File: src/rtl/tape_loader.sv
// tape_loader: shifts in TAPE_W debounced switch bits, pulses tm_reset, then holds the tape with ready until done_in.
// Latency: tm_reset 1 cycle after the final accept, ready the cycle after; strobes while busy are dropped, not queued.
// Optional TAPE_LOADER_TIMEOUT_EN: err and HALTED after TIMEOUT_CYCLES ARM cycles with no done_in.
module tape_loader #(
   parameter int TAPE_W          = 8,
   parameter int DEBOUNCE_CYCLES = 16
`ifdef TAPE_LOADER_TIMEOUT_EN
   ,
   parameter int TIMEOUT_CYCLES  = 64
`endif
) (
   input  logic                          clk,
   input  logic                          reset,
   input  logic                          bit_in,
   input  logic                          bit_strobe,
   input  logic                          clear,
   input  logic                          done_in,
   output logic [TAPE_W-1:0]             tape_out,
   output logic [$clog2(TAPE_W+1)-1:0]   bit_count,
   output logic                          tm_reset,
   output logic                          ready,
   output logic                          busy,
   output logic                          err
);

   localparam int CW = $clog2(TAPE_W+1);
   localparam int DW = (DEBOUNCE_CYCLES > 1) ? $clog2(DEBOUNCE_CYCLES) : 1;

   typedef enum logic [1:0] {COLLECT, LAUNCH, ARM, HALTED} state_t;

   state_t        state;
   logic          bit_meta, bit_sync;
   logic          stb_meta, stb_sync;
   logic          db_level, db_level_d;
   logic [DW-1:0] db_cnt;
   logic          accept;

`ifdef TAPE_LOADER_TIMEOUT_EN
   localparam int TW = (TIMEOUT_CYCLES > 1) ? $clog2(TIMEOUT_CYCLES) : 1;
   logic [TW-1:0] to_cnt;
   logic          err_q;
   assign err = err_q;
`else
   assign err = 1'b0;
`endif

   always_ff @(posedge clk) begin
      if (reset) begin
         bit_meta <= 1'b0;
         bit_sync <= 1'b0;
         stb_meta <= 1'b0;
         stb_sync <= 1'b0;
      end else begin
         bit_meta <= bit_in;
         bit_sync <= bit_meta;
         stb_meta <= bit_strobe;
         stb_sync <= stb_meta;
      end
   end

   // The level only moves after the synced strobe has disagreed with it for DEBOUNCE_CYCLES straight cycles.
   always_ff @(posedge clk) begin
      if (reset) begin
         db_level   <= 1'b0;
         db_level_d <= 1'b0;
         db_cnt     <= '0;
      end else begin
         db_level_d <= db_level;
         if (stb_sync == db_level) begin
            db_cnt <= '0;
         end else if (db_cnt == DW'(DEBOUNCE_CYCLES-1)) begin
            db_level <= stb_sync;
            db_cnt   <= '0;
         end else begin
            db_cnt <= db_cnt + DW'(1);
         end
      end
   end

   assign accept = db_level & ~db_level_d;

   always_ff @(posedge clk) begin
      if (reset) begin
         state     <= COLLECT;
         tape_out  <= '0;
         bit_count <= '0;
         tm_reset  <= 1'b0;
         ready     <= 1'b0;
         busy      <= 1'b0;
`ifdef TAPE_LOADER_TIMEOUT_EN
         err_q     <= 1'b0;
         to_cnt    <= '0;
`endif
      end else begin
         tm_reset <= 1'b0;
         if (clear) begin
            state     <= COLLECT;
            tape_out  <= '0;
            bit_count <= '0;
            ready     <= 1'b0;
            busy      <= 1'b0;
`ifdef TAPE_LOADER_TIMEOUT_EN
            err_q     <= 1'b0;
`endif
         end else begin
            case (state)
               COLLECT: begin
                  if (accept) begin
                     tape_out <= {tape_out[TAPE_W-2:0], bit_sync};
                     if (bit_count >= CW'(TAPE_W-1)) begin
                        bit_count <= CW'(TAPE_W);
                        state     <= LAUNCH;
                        tm_reset  <= 1'b1;
                        busy      <= 1'b1;
                     end else begin
                        bit_count <= bit_count + CW'(1);
                     end
                  end
               end
               LAUNCH: begin
                  state <= ARM;
                  ready <= 1'b1;
`ifdef TAPE_LOADER_TIMEOUT_EN
                  to_cnt <= '0;
`endif
               end
               ARM: begin
                  if (done_in) begin
                     state <= HALTED;
                     ready <= 1'b0;
                     busy  <= 1'b0;
                  end
`ifdef TAPE_LOADER_TIMEOUT_EN
                  else if (to_cnt == TW'(TIMEOUT_CYCLES-1)) begin
                     state <= HALTED;
                     ready <= 1'b0;
                     busy  <= 1'b0;
                     err_q <= 1'b1;
                  end else begin
                     to_cnt <= to_cnt + TW'(1);
                  end
`endif
               end
               HALTED: ;
               default: state <= COLLECT;
            endcase
         end
      end
   end

endmodule

File: config.mk
export PLATFORM = sky130hd
export DESIGN_NAME = tape_loader
export DESIGN_NICKNAME = d
export VERILOG_FILES = /design/src/rtl/tape_loader.sv
export SDC_FILE = /design/constraint.sdc
export NUM_CORES = 1
export LEC_CHECK = 0
export BUFFER_PORTS_ARGS = -buffer_cell sky130_fd_sc_hd__clkbuf_2
export CAP_MARGIN = 10
export CORE_MARGIN = 2
export CORE_UTILIZATION = 35
export DETAILED_ROUTE_END_ITERATION = 10
export GPL_TIMING_DRIVEN = 0
export PLACE_DENSITY = 0.55
export SLEW_MARGIN = 20
export SYNTH_ARGS = -nofsm -noshare
export SYNTH_HDL_FRONTEND = slang
export SYNTH_SLANG_ARGS = --single-unit
File: constraint.sdc
create_clock -name clk -period 2.72 [get_ports clk]
set_clock_uncertainty 0.2 [all_clocks]
set_input_delay 0.408 -clock clk [delete_from_list [all_inputs] [get_ports clk]]
set_output_delay 0.408 -clock clk [all_outputs]
set_load 0.01 [all_outputs]
# Yosys cells after proc, flatten, opt, wreduce, memory -nomap -nowiden
# Cells that the tools add are included.
word_totals:
  register_bits: 27
  inputBits: 6
  output_inout_bits: 16
  word_cells: 51
op_classes:
  n_addsub: 2
  order_cmp: 1
  n_eq_ne: 7
  mux: 11
  bitwise_logic: 5
  reduce_logical: 12
op_table:
  columns: ["operator", "n"]
  rows:
  - ["$add A4 B1 Y4 const B", 2]
  - ["$reduce_and A4 Y1", 2]
  - ["$mux W2", 3]
  - ["$ne A2 B2 Y1 const B", 3]
  - ["$pmux W2 S3", 1]
  - ["$reduce_and A2 Y1", 3]
  - ["$eq A4 B4 Y1 const B", 1]
  - ["$ge A4 B3 Y1 const B", 1]
  - ["$mux W1", 4]
  - ["$mux W4", 1]
  - ["$not A1 Y1", 4]
  - ["$pmux W1 S2", 2]
  - ["$reduce_bool A2 Y1", 2]
  - ["$reduce_or A4 Y1", 1]
  - ["$reduce_bool A3 Y1", 1]
  - ["$reduce_or A3 Y1", 1]
  - ["$eq A2 B1 Y1 const B", 1]
  - ["$eq A2 B2 Y1 const B", 1]
  - ["$logic_not A2 Y1", 1]
  - ["$reduce_or A2 Y1", 1]
  - ["$and A1 B1 Y1", 1]
  - ["$eq A1 B1 Y1", 1]

# Logic depth before layout (Yosys ltp)
logic_depth:
  ltp_word: 4
  depth_mapped: 6
  depth_no_buf: 5

# Worst setup path after synthesis
# OpenSTA, ideal clock, no wires.
synth_path:
  path_kind: "register -> register"
  startpoint: "register bit_count[0]"
  endpoint: "register busy"
  setup_ns: 0.119
  t_arrival_ns: 1.250
  required_time_ns: 2.401
  path_slack_ns: 1.151
  path_stages_with_launch: 5
  path_buffers: 0
  period_less_slack_ns: 1.569
  path_cell_list: "dfxtp_1 > ha_1 > a21oi_2 > o31a_1 > o221a_2"
synth_via:
  elab_chain_len: 3
synth_rtl:
  columns: ["item", "line", "source"]
  rows:
  - ["from (decl)", "19", "output logic [$clog2(TAPE_W+1)-1:0] bit_count,"]
  - ["from (signal assigned)", "111", "bit_count <= CW'(TAPE_W);"]
  - ["from (signal assigned)", "116", "bit_count <= bit_count + CW'(1);"]
  - ["$ge A4 B3 Y1", "110", "if (bit_count >= CW'(TAPE_W-1)) begin"]
  - ["$ne A2 B2 Y1 (no line)", null, null]
  - ["$reduce_and A4 Y1 (no line)", null, null]
  - ["to (signal assigned)", "101", "busy <= 1'b0;"]
  - ["to (signal assigned)", "114", "busy <= 1'b1;"]
  - ["to (signal assigned)", "131", "busy <= 1'b0;"]
  - ["to (decl)", "22", "output logic busy,"]
# No other way between the ends.
# A chain may end at the register's enable or synchronous reset.

# Final worst setup path
layout_path:
  startpoint: "register state[0]"
  endpoint: "register bit_count[0]"
layout_via:
  elab_chain_len: 2
layout_rtl:
  columns: ["item", "line", "source"]
  rows:
  - ["from (decl)", "31", "state_t state;"]
  - ["from (signal assigned)", "84", "state <= COLLECT;"]
  - ["from (signal assigned)", "97", "state <= COLLECT;"]
  - ["from (signal assigned)", "112", "state <= LAUNCH;"]
  - ["$logic_not A2 Y1", "106", "case (state)"]
  - ["$reduce_and A2 Y1 (no line)", null, null]
# No other way between the ends.

==> flow_metrics.tcl <==
set metrics [dict create \
    post_drt_wl_per_cell_um 10.18 \
    synthesis.nets 131 \
    synth_seq_area_share 0.4876 \
    hold_viol_final 0 \
    yosysWarnings 0 \
    ant_nets 0 \
    routabilityCongestion 0.7452 \
    path_class "register to register" \
    pre_cts_slack_ps 991.7 \
    cts_tree "built" \
    crit_fanout 10 \
    synth_ff_type "dfxtp_1" \
    drt-pass1-iter-count 4 \
    status "completed" \
    grt_max_degree 18 \
    maxCapViolations 0 \
    postSynthAreaPerCell_um2 9.238 \
    clk_pin_slew_worst_paths_ps 150 \
    grt_pass1_vias 770 \
    ys_types 33 \
    startpoint_type "register" \
    ctsResizeCount 0 \
    rsz0062_at_grt "no" \
    die_h_um 60.28 \
    areaGrowthSynthToFinish_pct 16.37 \
    overflow 0 \
    first_iter_violations 27 \
    fmax_mhz 572.1 \
    rows 20 \
    cp.required_ps 2790 \
    worst_ir_drop_vdd_uv 188.1 \
    p_per_area_nw_per_um2 467.6 \
    antenna_cells 0 \
    hp-class "input pin to register" \
    layout_setup_ws_ps 971.9 \
    drcViolationCount 0 \
    ctsRootBufferMaster "clkbuf_4" \
    hpwl_um 1471 \
    whs_ps 46.24 \
    grtUsageMet3 0.02814 \
    postCtsSetupRepairBufs 0 \
    grt_util_met1 0.1362 \
    crit_arrival_ps 1810 \
    grt_usage 0.1210 \
    htreeDepth 1 \
    ioPinCount 22 \
    maxSlewViolCount 0 \
    report.final.setup_viol 0 \
    synth-edff-count 0 \
    clockBufferDepth 2 \
    antenna_found_initial 0 \
    p_leak_nw 0.4979 \
    use_met2 0.2034 \
    die_x_um 60.28 \
    coreArea_um2 3028 \
    wirelength_um 1903 \
    yosys_register_bits 27 \
    grt_pass1_wl_um 3222 \
    end_kind "register" \
    final_cell_mix "dfxtp_1 (27), nand2_1 (21), clkbuf_2 (19)" \
    drive_above_1_share 0.2378 \
    grt-busiest-layer "met2" \
    synthArstFlopShare 0 \
    die-area_um2 3634 \
    initial_utilization 0.3661 \
    viasPerCell 4.567 \
    min_period_over_period 0.6427 \
    cts.sinks 27 \
    cts_hold_buf 0 \
    clock_latency_ps 330 \
    layout_min_cycle_time_ps 1748 \
    synth_area_um2 1109 \
    finalNetCount 155 \
    mostFrequentLayoutCell "dfxtp_1" \
    io_buffers 19 \
    cts_buffers 3 \
    syn_inst 120 \
    dr_total_vias 854 \
    setup_tns_ps 0 \
]
worst max-delay path, stage by stage, from the launching register on:
cell,delay (ps)
dfxtp_1,380
inv_1,70
ha_1,250
nand3b_2,160
clkbuf_1,370
nand2_1,90
a21oi_1,160
sequential cells by signal (all words and copies together), names as in the netlist:
signal and flops:
bit_count 4, bit_meta 1, bit_sync 1, busy 1, db_cnt 4, db_level 1, db_level_d 1, ready 1
state 2, stb_meta 1, stb_sync 1, tape_out 8, tm_reset 1
power by group:
| group | total (mW) | internal, mW | switching [mW] |
|---|---|---|---|
| registers | 0.400 | 0.399 | 0.00112 |
| clock network | 0.183 | 0.0600 | 0.123 |
| logic | 0.0203 | 0.00983 | 0.0105 |
| total | 0.603 | 0.469 | 0.134 |
logic make-up (layout without fill, tap and decap cells):
kind of cell / Yosys count / count (layout) / synth area share
flops: 27 / 27 / 0.4876
fa+ha+maj: 5 / 5 / 0.05643
xor+xnor: 3 / 3 / 0.02371
compound gates: 20 / 20 / 0.1208
simple gates: 52 / 52 / 0.2348
mux: 2 / 2 / 0.01806
buf+inv: 10 / 33 / 0.05529
other cells: 1 / 1 / 0.003383
cell usage after synthesis (2+ instances only):
cell type | count | share of area
dfxtp_1 | 27 | 0.49
nand2_1 | 21 | 0.071
a21oi_1 | 12 | 0.054
nor2_1 | 9 | 0.030
nor2b_1 | 8 | 0.045
ha_1 | 5 | 0.056
inv_1 | 4 | 0.014
nand3_1 | 3 | 0.014
buf_4 | 2 | 0.014
buf_6 | 2 | 0.020
mux2i_1 | 2 | 0.018
nand3b_1 | 2 | 0.014
nor3_1 | 2 | 0.0090
xnor2_1 | 2 | 0.016
stage by stage:
stage	std cells	util	instance area, µm²	power, mW
6_report	187	0.4260	1290	0.6032
5_1_grt	187	0.4260	1290	0.6343
4_1_cts	187	0.4260	1290	0.6145
3_5_place_dp	183	0.4157	1259	0.4292
3_3_place_gp	183	0.4157	1259	0.4287
2_1_floorplan	120	-	1109	0.4225
path summary, 6_finish.rpt:
path | slack, ps | start | to | depth (start not counted)
setup / recovery | 970 | state[0] | bit_count[0] | 6
hold / removal | 50 | reset | bit_meta | 2
setup reg to reg | 970 | state[0] | bit_count[0] | 6
hold reg to reg | 250 | bit_sync | tape_out[0] | 2
per-layer routing:
metal,part of all wire,up-vias,routed length [µm]
met1,0.48,385,908
met3,0.048,4,91
met2,0.45,18,860
met5,0,-,0
li1,-,447,-
met4,0.023,0,43
cell type report:
class,instances,area [µm²]
clock buffer,3,22.52
clock inverter,1,8.758
timing repair buffer,19,95.09
sequential,27,540.5
multi-input combinational,83,506.7
buffer,6,46.29
inverter,4,15.01
tap,44,55.05
fill,330,1738
Power figures use the tool's default switching activity.
